File: src/rtl/vga_timing_gen.sv
// 640x480@60 pixel-timing generator: counters, blank/sync/frame decode, all registered from next-state counts.
// Optional VGA_SYNC_DELAY_EN adds one register stage to hs/vs to line them up with a registered RGB path.
module vga_timing_gen #(
  parameter int H_VISIBLE = 640,
  parameter int H_FRONT   = 16,
  parameter int H_SYNC    = 96,
  parameter int H_BACK    = 48,
  parameter int V_VISIBLE = 480,
  parameter int V_FRONT   = 10,
  parameter int V_SYNC    = 2,
  parameter int V_BACK    = 33
) (
  input  logic       vga_clk,
  input  logic       reset_n,
  output logic [9:0] DrawX,
  output logic [9:0] DrawY,
  output logic       blank,
  output logic       hs,
  output logic       vs,
  output logic       frame_start,
  output logic [7:0] frame_count
);

  localparam int H_TOTAL = H_VISIBLE + H_FRONT + H_SYNC + H_BACK;
  localparam int V_TOTAL = V_VISIBLE + V_FRONT + V_SYNC + V_BACK;

  localparam logic [9:0] H_MAX  = 10'(H_TOTAL - 1);
  localparam logic [9:0] V_MAX  = 10'(V_TOTAL - 1);
  localparam logic [9:0] H_VIS  = 10'(H_VISIBLE);
  localparam logic [9:0] V_VIS  = 10'(V_VISIBLE);
  localparam logic [9:0] HS_BEG = 10'(H_VISIBLE + H_FRONT);
  localparam logic [9:0] HS_END = 10'(H_VISIBLE + H_FRONT + H_SYNC);
  localparam logic [9:0] VS_BEG = 10'(V_VISIBLE + V_FRONT);
  localparam logic [9:0] VS_END = 10'(V_VISIBLE + V_FRONT + V_SYNC);

  logic [9:0] hc_q, hc_d;
  logic [9:0] vc_q, vc_d;
  logic       blank_q, blank_d;
  logic       hs_q, hs_d;
  logic       vs_q, vs_d;
  logic       fs_q, fs_d;
  logic [7:0] fc_q, fc_d;

  // Decode from the next-state counts so every output flips on the same edge as the counters.
  always_comb begin
    hc_d = (hc_q == H_MAX) ? '0 : hc_q + 10'd1;
    vc_d = vc_q;
    if (hc_q == H_MAX) begin
      vc_d = (vc_q == V_MAX) ? '0 : vc_q + 10'd1;
    end
    blank_d = (hc_d < H_VIS) && (vc_d < V_VIS);
    hs_d    = !((hc_d >= HS_BEG) && (hc_d < HS_END));
    vs_d    = !((vc_d >= VS_BEG) && (vc_d < VS_END));
    fs_d    = (hc_d == '0) && (vc_d == '0);
    fc_d    = fs_d ? fc_q + 8'd1 : fc_q;
  end

  // Reset state is the decode of the last position of a frame.
  always_ff @(posedge vga_clk or negedge reset_n) begin
    if (!reset_n) begin
      hc_q    <= H_MAX;
      vc_q    <= V_MAX;
      blank_q <= 1'b0;
      hs_q    <= 1'b1;
      vs_q    <= 1'b1;
      fs_q    <= 1'b0;
      fc_q    <= '0;
    end else begin
      hc_q    <= hc_d;
      vc_q    <= vc_d;
      blank_q <= blank_d;
      hs_q    <= hs_d;
      vs_q    <= vs_d;
      fs_q    <= fs_d;
      fc_q    <= fc_d;
    end
  end

`ifdef VGA_SYNC_DELAY_EN
  logic hs_dly_q;
  logic vs_dly_q;

  always_ff @(posedge vga_clk or negedge reset_n) begin
    if (!reset_n) begin
      hs_dly_q <= 1'b1;
      vs_dly_q <= 1'b1;
    end else begin
      hs_dly_q <= hs_q;
      vs_dly_q <= vs_q;
    end
  end

  assign hs = hs_dly_q;
  assign vs = vs_dly_q;
`else
  assign hs = hs_q;
  assign vs = vs_q;
`endif

  assign DrawX       = hc_q;
  assign DrawY       = vc_q;
  assign blank       = blank_q;
  assign frame_start = fs_q;
  assign frame_count = fc_q;

endmodule
File: config.mk
export PLATFORM = sky130hd
export DESIGN_NAME = vga_timing_gen
export DESIGN_NICKNAME = d
export VERILOG_FILES = /design/src/rtl/vga_timing_gen.sv
export SDC_FILE = /design/constraint.sdc
export NUM_CORES = 1
export LEC_CHECK = 0
export CELL_PAD_IN_SITES_DETAIL_PLACEMENT = 0
export CELL_PAD_IN_SITES_GLOBAL_PLACEMENT = 1
export CORE_MARGIN = 1
export CORE_UTILIZATION = 40
export CTS_CLUSTER_SIZE = 14
export DETAILED_ROUTE_END_ITERATION = 10
export DONT_BUFFER_PORTS = 1
export PLACE_DENSITY = 0.67
export SLEW_MARGIN = 20
export SYNTH_ARGS = -nofsm -noshare
export SYNTH_HDL_FRONTEND = slang
export SYNTH_SLANG_ARGS = --single-unit
File: constraint.sdc
create_clock -name vga_clk -period 4.2 [get_ports vga_clk]
set_input_delay 0.42 -clock vga_clk [delete_from_list [all_inputs] [get_ports vga_clk]]
set_output_delay 0.42 -clock vga_clk [all_outputs]
set_load 0.005 [all_outputs]
# Word-level counts from Yosys, hierarchy flattened
# Index checks and enable logic that the tools add are counted.
# Widths: inputs -> output; s select.
[word_totals]
reg_bits = 32
inputBits = 2
output_inout_bits = 32
[op_classes]
addsub = 3
magnitude_cmp = 6
n_eq_ne = 2
mux = 3
reduce_logical = 8
[ops]
columns = ["operator", "count"]
rows = [
  ["$mux 10", 3],
  ["$add 10x1->10 const B", 2],
  ["$eq 10x10->1 const B", 2],
  ["$logic_not 10->1", 2],
  ["$lt 10x10->1 const B", 2],
  ["$lt 10x9->1 const B", 2],
  ["$ge 10x10->1 const B", 1],
  ["$ge 10x9->1 const B", 1],
  ["$add 8x1->8 const B", 1],
  ["$logic_and 1x1->1", 4],
  ["$logic_not 1->1", 2],
]

# Depth between registers and ports, before layout
[logic_depth]
word_depth = 6
depth_mapped = 9
ltp_nobuf = 9

# Worst setup path before layout
# No wires, ideal clock.
[synth_timing]
path_kind = "register -> register"
startpoint = "reg hc_q[0] (netlist: DrawX[0])"
endpoint = "reg fc_q[1] (netlist: frame_count[1])"
setup_ns = 0.125
t_arrival_ns = 2.881
required_time_ns = 4.075
slack_ns = 1.194
path_stages_with_launch = 9
n_path_buf = 0
cell_sequence = "dfstp_2 > ha_1 > nand4_4 > or4_4 > or4_4 > xor2_2 > a21oi_4 > nor3_2 > mux2_4"
[synth_between]
elab_chain_len = 4
elab_cells_between_ends = 7
[synth_lines]
columns = ["element", "line", "source"]
rows = [
  ["start: declaration", "36", "logic [9:0] hc_q, hc_d;"],
  ["start signal: assignment", "61", "hc_q <= H_MAX;"],
  ["start signal: assignment", "69", "hc_q <= hc_d;"],
  ["$add 10x1->10 or $eq 10x10->1 (tied branches)", "46, 48", ""],
  ["$mux 10, on equally long branches", "46, 48", ""],
  ["$logic_not 10->1", "54", "fs_d = (hc_d == '0) && (vc_d == '0);"],
  ["$logic_and 1x1->1 *", "54", ""],
  ["via fs_d", "41", "logic fs_q, fs_d;"],
  ["end signal: assignment", "67", "fc_q <= '0;"],
  ["end signal: assignment", "75", "fc_q <= fc_d;"],
  ["end: declaration", "42", "logic [7:0] fc_q, fc_d;"],
]
# The timed path passes the listed nets; every way through them passes the cells marked *.
# A chain may end at the register's enable or synchronous reset.

# Final worst setup path
# Ends and elaborated chain as after synthesis.

==> impl_metrics.csv <==
group,metric,value,unit
status,status,"finished, final reports clean",
timing,final_max_slew_viol_count,0,
floorplan,floorplan.die_area,4830,um^2
pwr,combPwrFrac,1.4,%
worst_setup_path,worst_ep_arrival_time,3.42,ns
pwr,p_int,487,uW
worst_setup_path,end_kind,"flop",
drt,wirelength,4190,um
yosys,post_synth_inst_count,184,
global_route,grt_pass1_vias,1423,
layout,share_of_final_layout_standard_cells_stronger_than_drive_strength_1,19.1,%
yosys,synth_top_family_by_area,"simple AND/OR/NAND/NOR gates",
layout,final-instance-count-excl-fill,240,
cts,deepest_level_of_the_cts_h_tree,2,
yosys,post_synth_mux_area_share,2.06,%
cts,clock_latency_late_sink,0.28,ns
yosys,synth.net_count,190,
pwr,switching_share_of_power,19.7,%
worst_setup_path,crit_type,"reg2reg",
yosys,synth_compound_gate_area_share,9.75,%
timing,worst_slew_pin_slew,0.824,ns
layout,area_delta_synth_final,9.82,%
run,drv.max_cap_violation_count,0,
timing,worst_relative_slew_slack,44.6,%
pwr,ir_drop,0.000234,V
timing,finalHoldViolations,0,
drt,via_count,1367,
placement,dp.cells,230,
drt,drc_errors,0,
pwr,power.share.clock,47.7,%
yosys,xor_and_xnor_area_share_after_synthesis,11.0,%
floorplan,fp_rows,24,
timing,rsz0062_at_grt,"no",
timing,clock_skew,0.00365,ns
yosys,synth_area_leaders,"dfrtp_1, dfstp_2, xor2_1",
pwr,power_density,303,nW/um^2
timing,period_needed,3.26,ns
floorplan,top_level_ports,34,
global_route,grt_start_max_net_pins,33,
yosys,flip_flop_cell_with_the_highest_count_after_synthesis,"dfrtp_1",
placement,buffer_ports.inserted,0,
cts,cts_num_sinks,32,
yosys,synthesis.area_per_instance,9.90,um^2
drt,drt_first_iter_violations,90,
worst_setup_path,worst-endpoint-required,4.37,ns
drt,drt_first_pass_iters,4,
yosys,yosys.area.top_type,"dfrtp_1",
layout,fin_nets,193,
yosys,syn-cell-area,1820,um^2
cts,clk_pin_slew_worst_paths,0.07,ns
yosys,simple_gate_share_of_the_synthesized_area,25.5,%
pwr,share_seq_of_total_power,50.9,%
layout,antenna_cells_inserted,0,
hold_path,min-delay-path-class,"reg2reg",
cts,cts_max_path_buffers,2,
timing,timing.final.ws_setup,0.944,ns
timing,setup_viol,0,
yosys,synth_warnings,0,
drt,post_drt_wl_per_cell,17.5,um
timing,setup_total_negative_slack,0,ns
cts,cts-root-buf,"clkbuf_8",
pwr,power.net_switching,120,uW
worst_setup_path,startpoint_type,"flop",
floorplan,core_area,4350,um^2
drt,route.detailed.vias_per_inst,5.70,
worst_setup_path,worst-path-max-fanout,7,
global_route,grtUsageTotal,18.8,%
floorplan,chipWidth,69.5,um
yosys,synth_top_cell_area_share,27.5,%
yosys,synth_enable_flop_cells,0,
cts,tritoncts,"built",
floorplan,floorplan.initialDensity,41.8,%
timing,period_share,77.5,%
yosys,synth.ff_latch_count,32,
pwr,power.static_leakage,0.000870,uW
yosys,postSynth.asyncResetShare,100,%
global_route,grt_overflow,0,
global_route,grt_pass1_wl,7090,um
layout,final_common_cell,"dfrtp_1",
placement,finalWeightedCongestion,0.856,
yosys,ys_types,46,
placement,post-dp-hpwl,2920,um
yosys,synth_fa_ha_area_share,2.75,%
cts,numCtsBuffers,5,
layout,mostFrequentLayoutCells,"dfrtp_1, nand2_1, xor2_1",
global_route,antenna_found_initial,0,
worst_setup_path,setup.reg_to_reg.worst_slack,0.94,ns
yosys,synth.yosys.seq_area_share,44.8,%
floorplan,fp.dieH,69.5,um
drt,antenna_left,0,
placement,detailedPlace.worstSlack,0.974,ns
timing,max_clock_freq,307,MHz
[synthesized netlist by cell type (2+ instances only)]
library cell,instances
clkbuf_1,3
nand3b_1,2
nor4_1,12
a21oi_1,3
mux2_2,2
and2_1,3
or2_2,2
a22o_1,2
or4_4,2
or4_1,2
nand4_1,5
and3_1,2
a31oi_1,2
o31ai_1,2
nand2_1,17
a2111oi_0,2
nor3_1,4
xor2_1,13
dfrtp_1,20
dfstp_2,12
nor2_1,12
ha_1,4
inv_1,12
nand3_1,9
xnor2_1,8
buf_2,3
o21ai_0,5
[stage by stage]
stage / power (uW) / utilization [%] / hold WS [ns] / area [um^2]
final: 607 / 45.9 / 0.499 / 2000
after CTS: 618 / 45.9 / 0.505 / 2000
after floorplan: 314 / - / 0.124 / 1820
after global placement: 314 / 42.8 / 0.125 / 1860
after global routing: 631 / 45.9 / 0.520 / 2000
after detailed placement: 314 / 42.8 / 0.125 / 1860
[path summary, 6_finish.rpt]
kind | start | end | depth (start not counted)
min in group asynchronous | reset_n | frame_count[7] | 2
max in group asynchronous | reset_n | DrawX[1] | 2
worst max register to register | DrawX[0] | frame_count[1] | 8
worst min register to register | frame_count[7] | frame_count[7] | 1
worst max-delay path | DrawX[0] | frame_count[1] | 8
worst min-delay path | frame_count[7] | frame_count[7] | 1
[per-layer routing]
metal	routed length, um	GRT usage [%]
met1	1930	24.1
met5	0	0
met3	259	7.12
met2	1950	29.0
met4	53	6.80
[cell families after synthesis]
family	after synthesis
adders and majority gates	4
AOI/OAI and AO/OA	23
and+or+nand+nor	81
DFF	32
buffers and inverters	19
xor gates and xnor gates	22
muxes	3
[critical path: stages, from the launching register on]
cell and delay [ns]:
dfstp_2 0.57, ha_1 0.29, nand4_4 0.17, or4_4 0.52, or4_4 0.53, xor2_2 0.25
a21oi_4 0.13, nor3_2 0.34, mux2_4 0.33
[power groups by stage]
stage	logic (uW)	clock network, uW	registers (uW)
final	8.75	290	309
after global routing	10.4	312	308
after CTS	9.40	300	309
after detailed placement	0.000407	0	314
after global placement	0.000407	0	314
after floorplan	0.000427	0	314
[sequential cells by signal, summed over array words and instances (netlist names)]
signal       flops
DrawX           10
DrawY           10
blank            1
frame_count      8
frame_start      1
hs               1
vs               1
[timing repair]
| action | 4_1_cts | 5_1_grt |
|---|---|---|
| hold buffers | 2 | 0 |
| hold endpoints to repair | 32 | 0 |
| buffers inserted | 0 | 0 |
| gates resized for setup | 0 | 0 |
[layout make-up]
| type | count | area, um^2 |
|---|---|---|
| repair buffers | 3 | 37.5 |
| clock buffers | 6 | 72.6 |
| inverters | 12 | 45.0 |
| clock inverters | 2 | 35.0 |
| flip-flops and latches | 32 | 816 |
| fillers | 404 | 2350 |
| multi-input cells | 133 | 930 |
| well taps | 52 | 65.1 |
(Power assumes the default switching activity.)
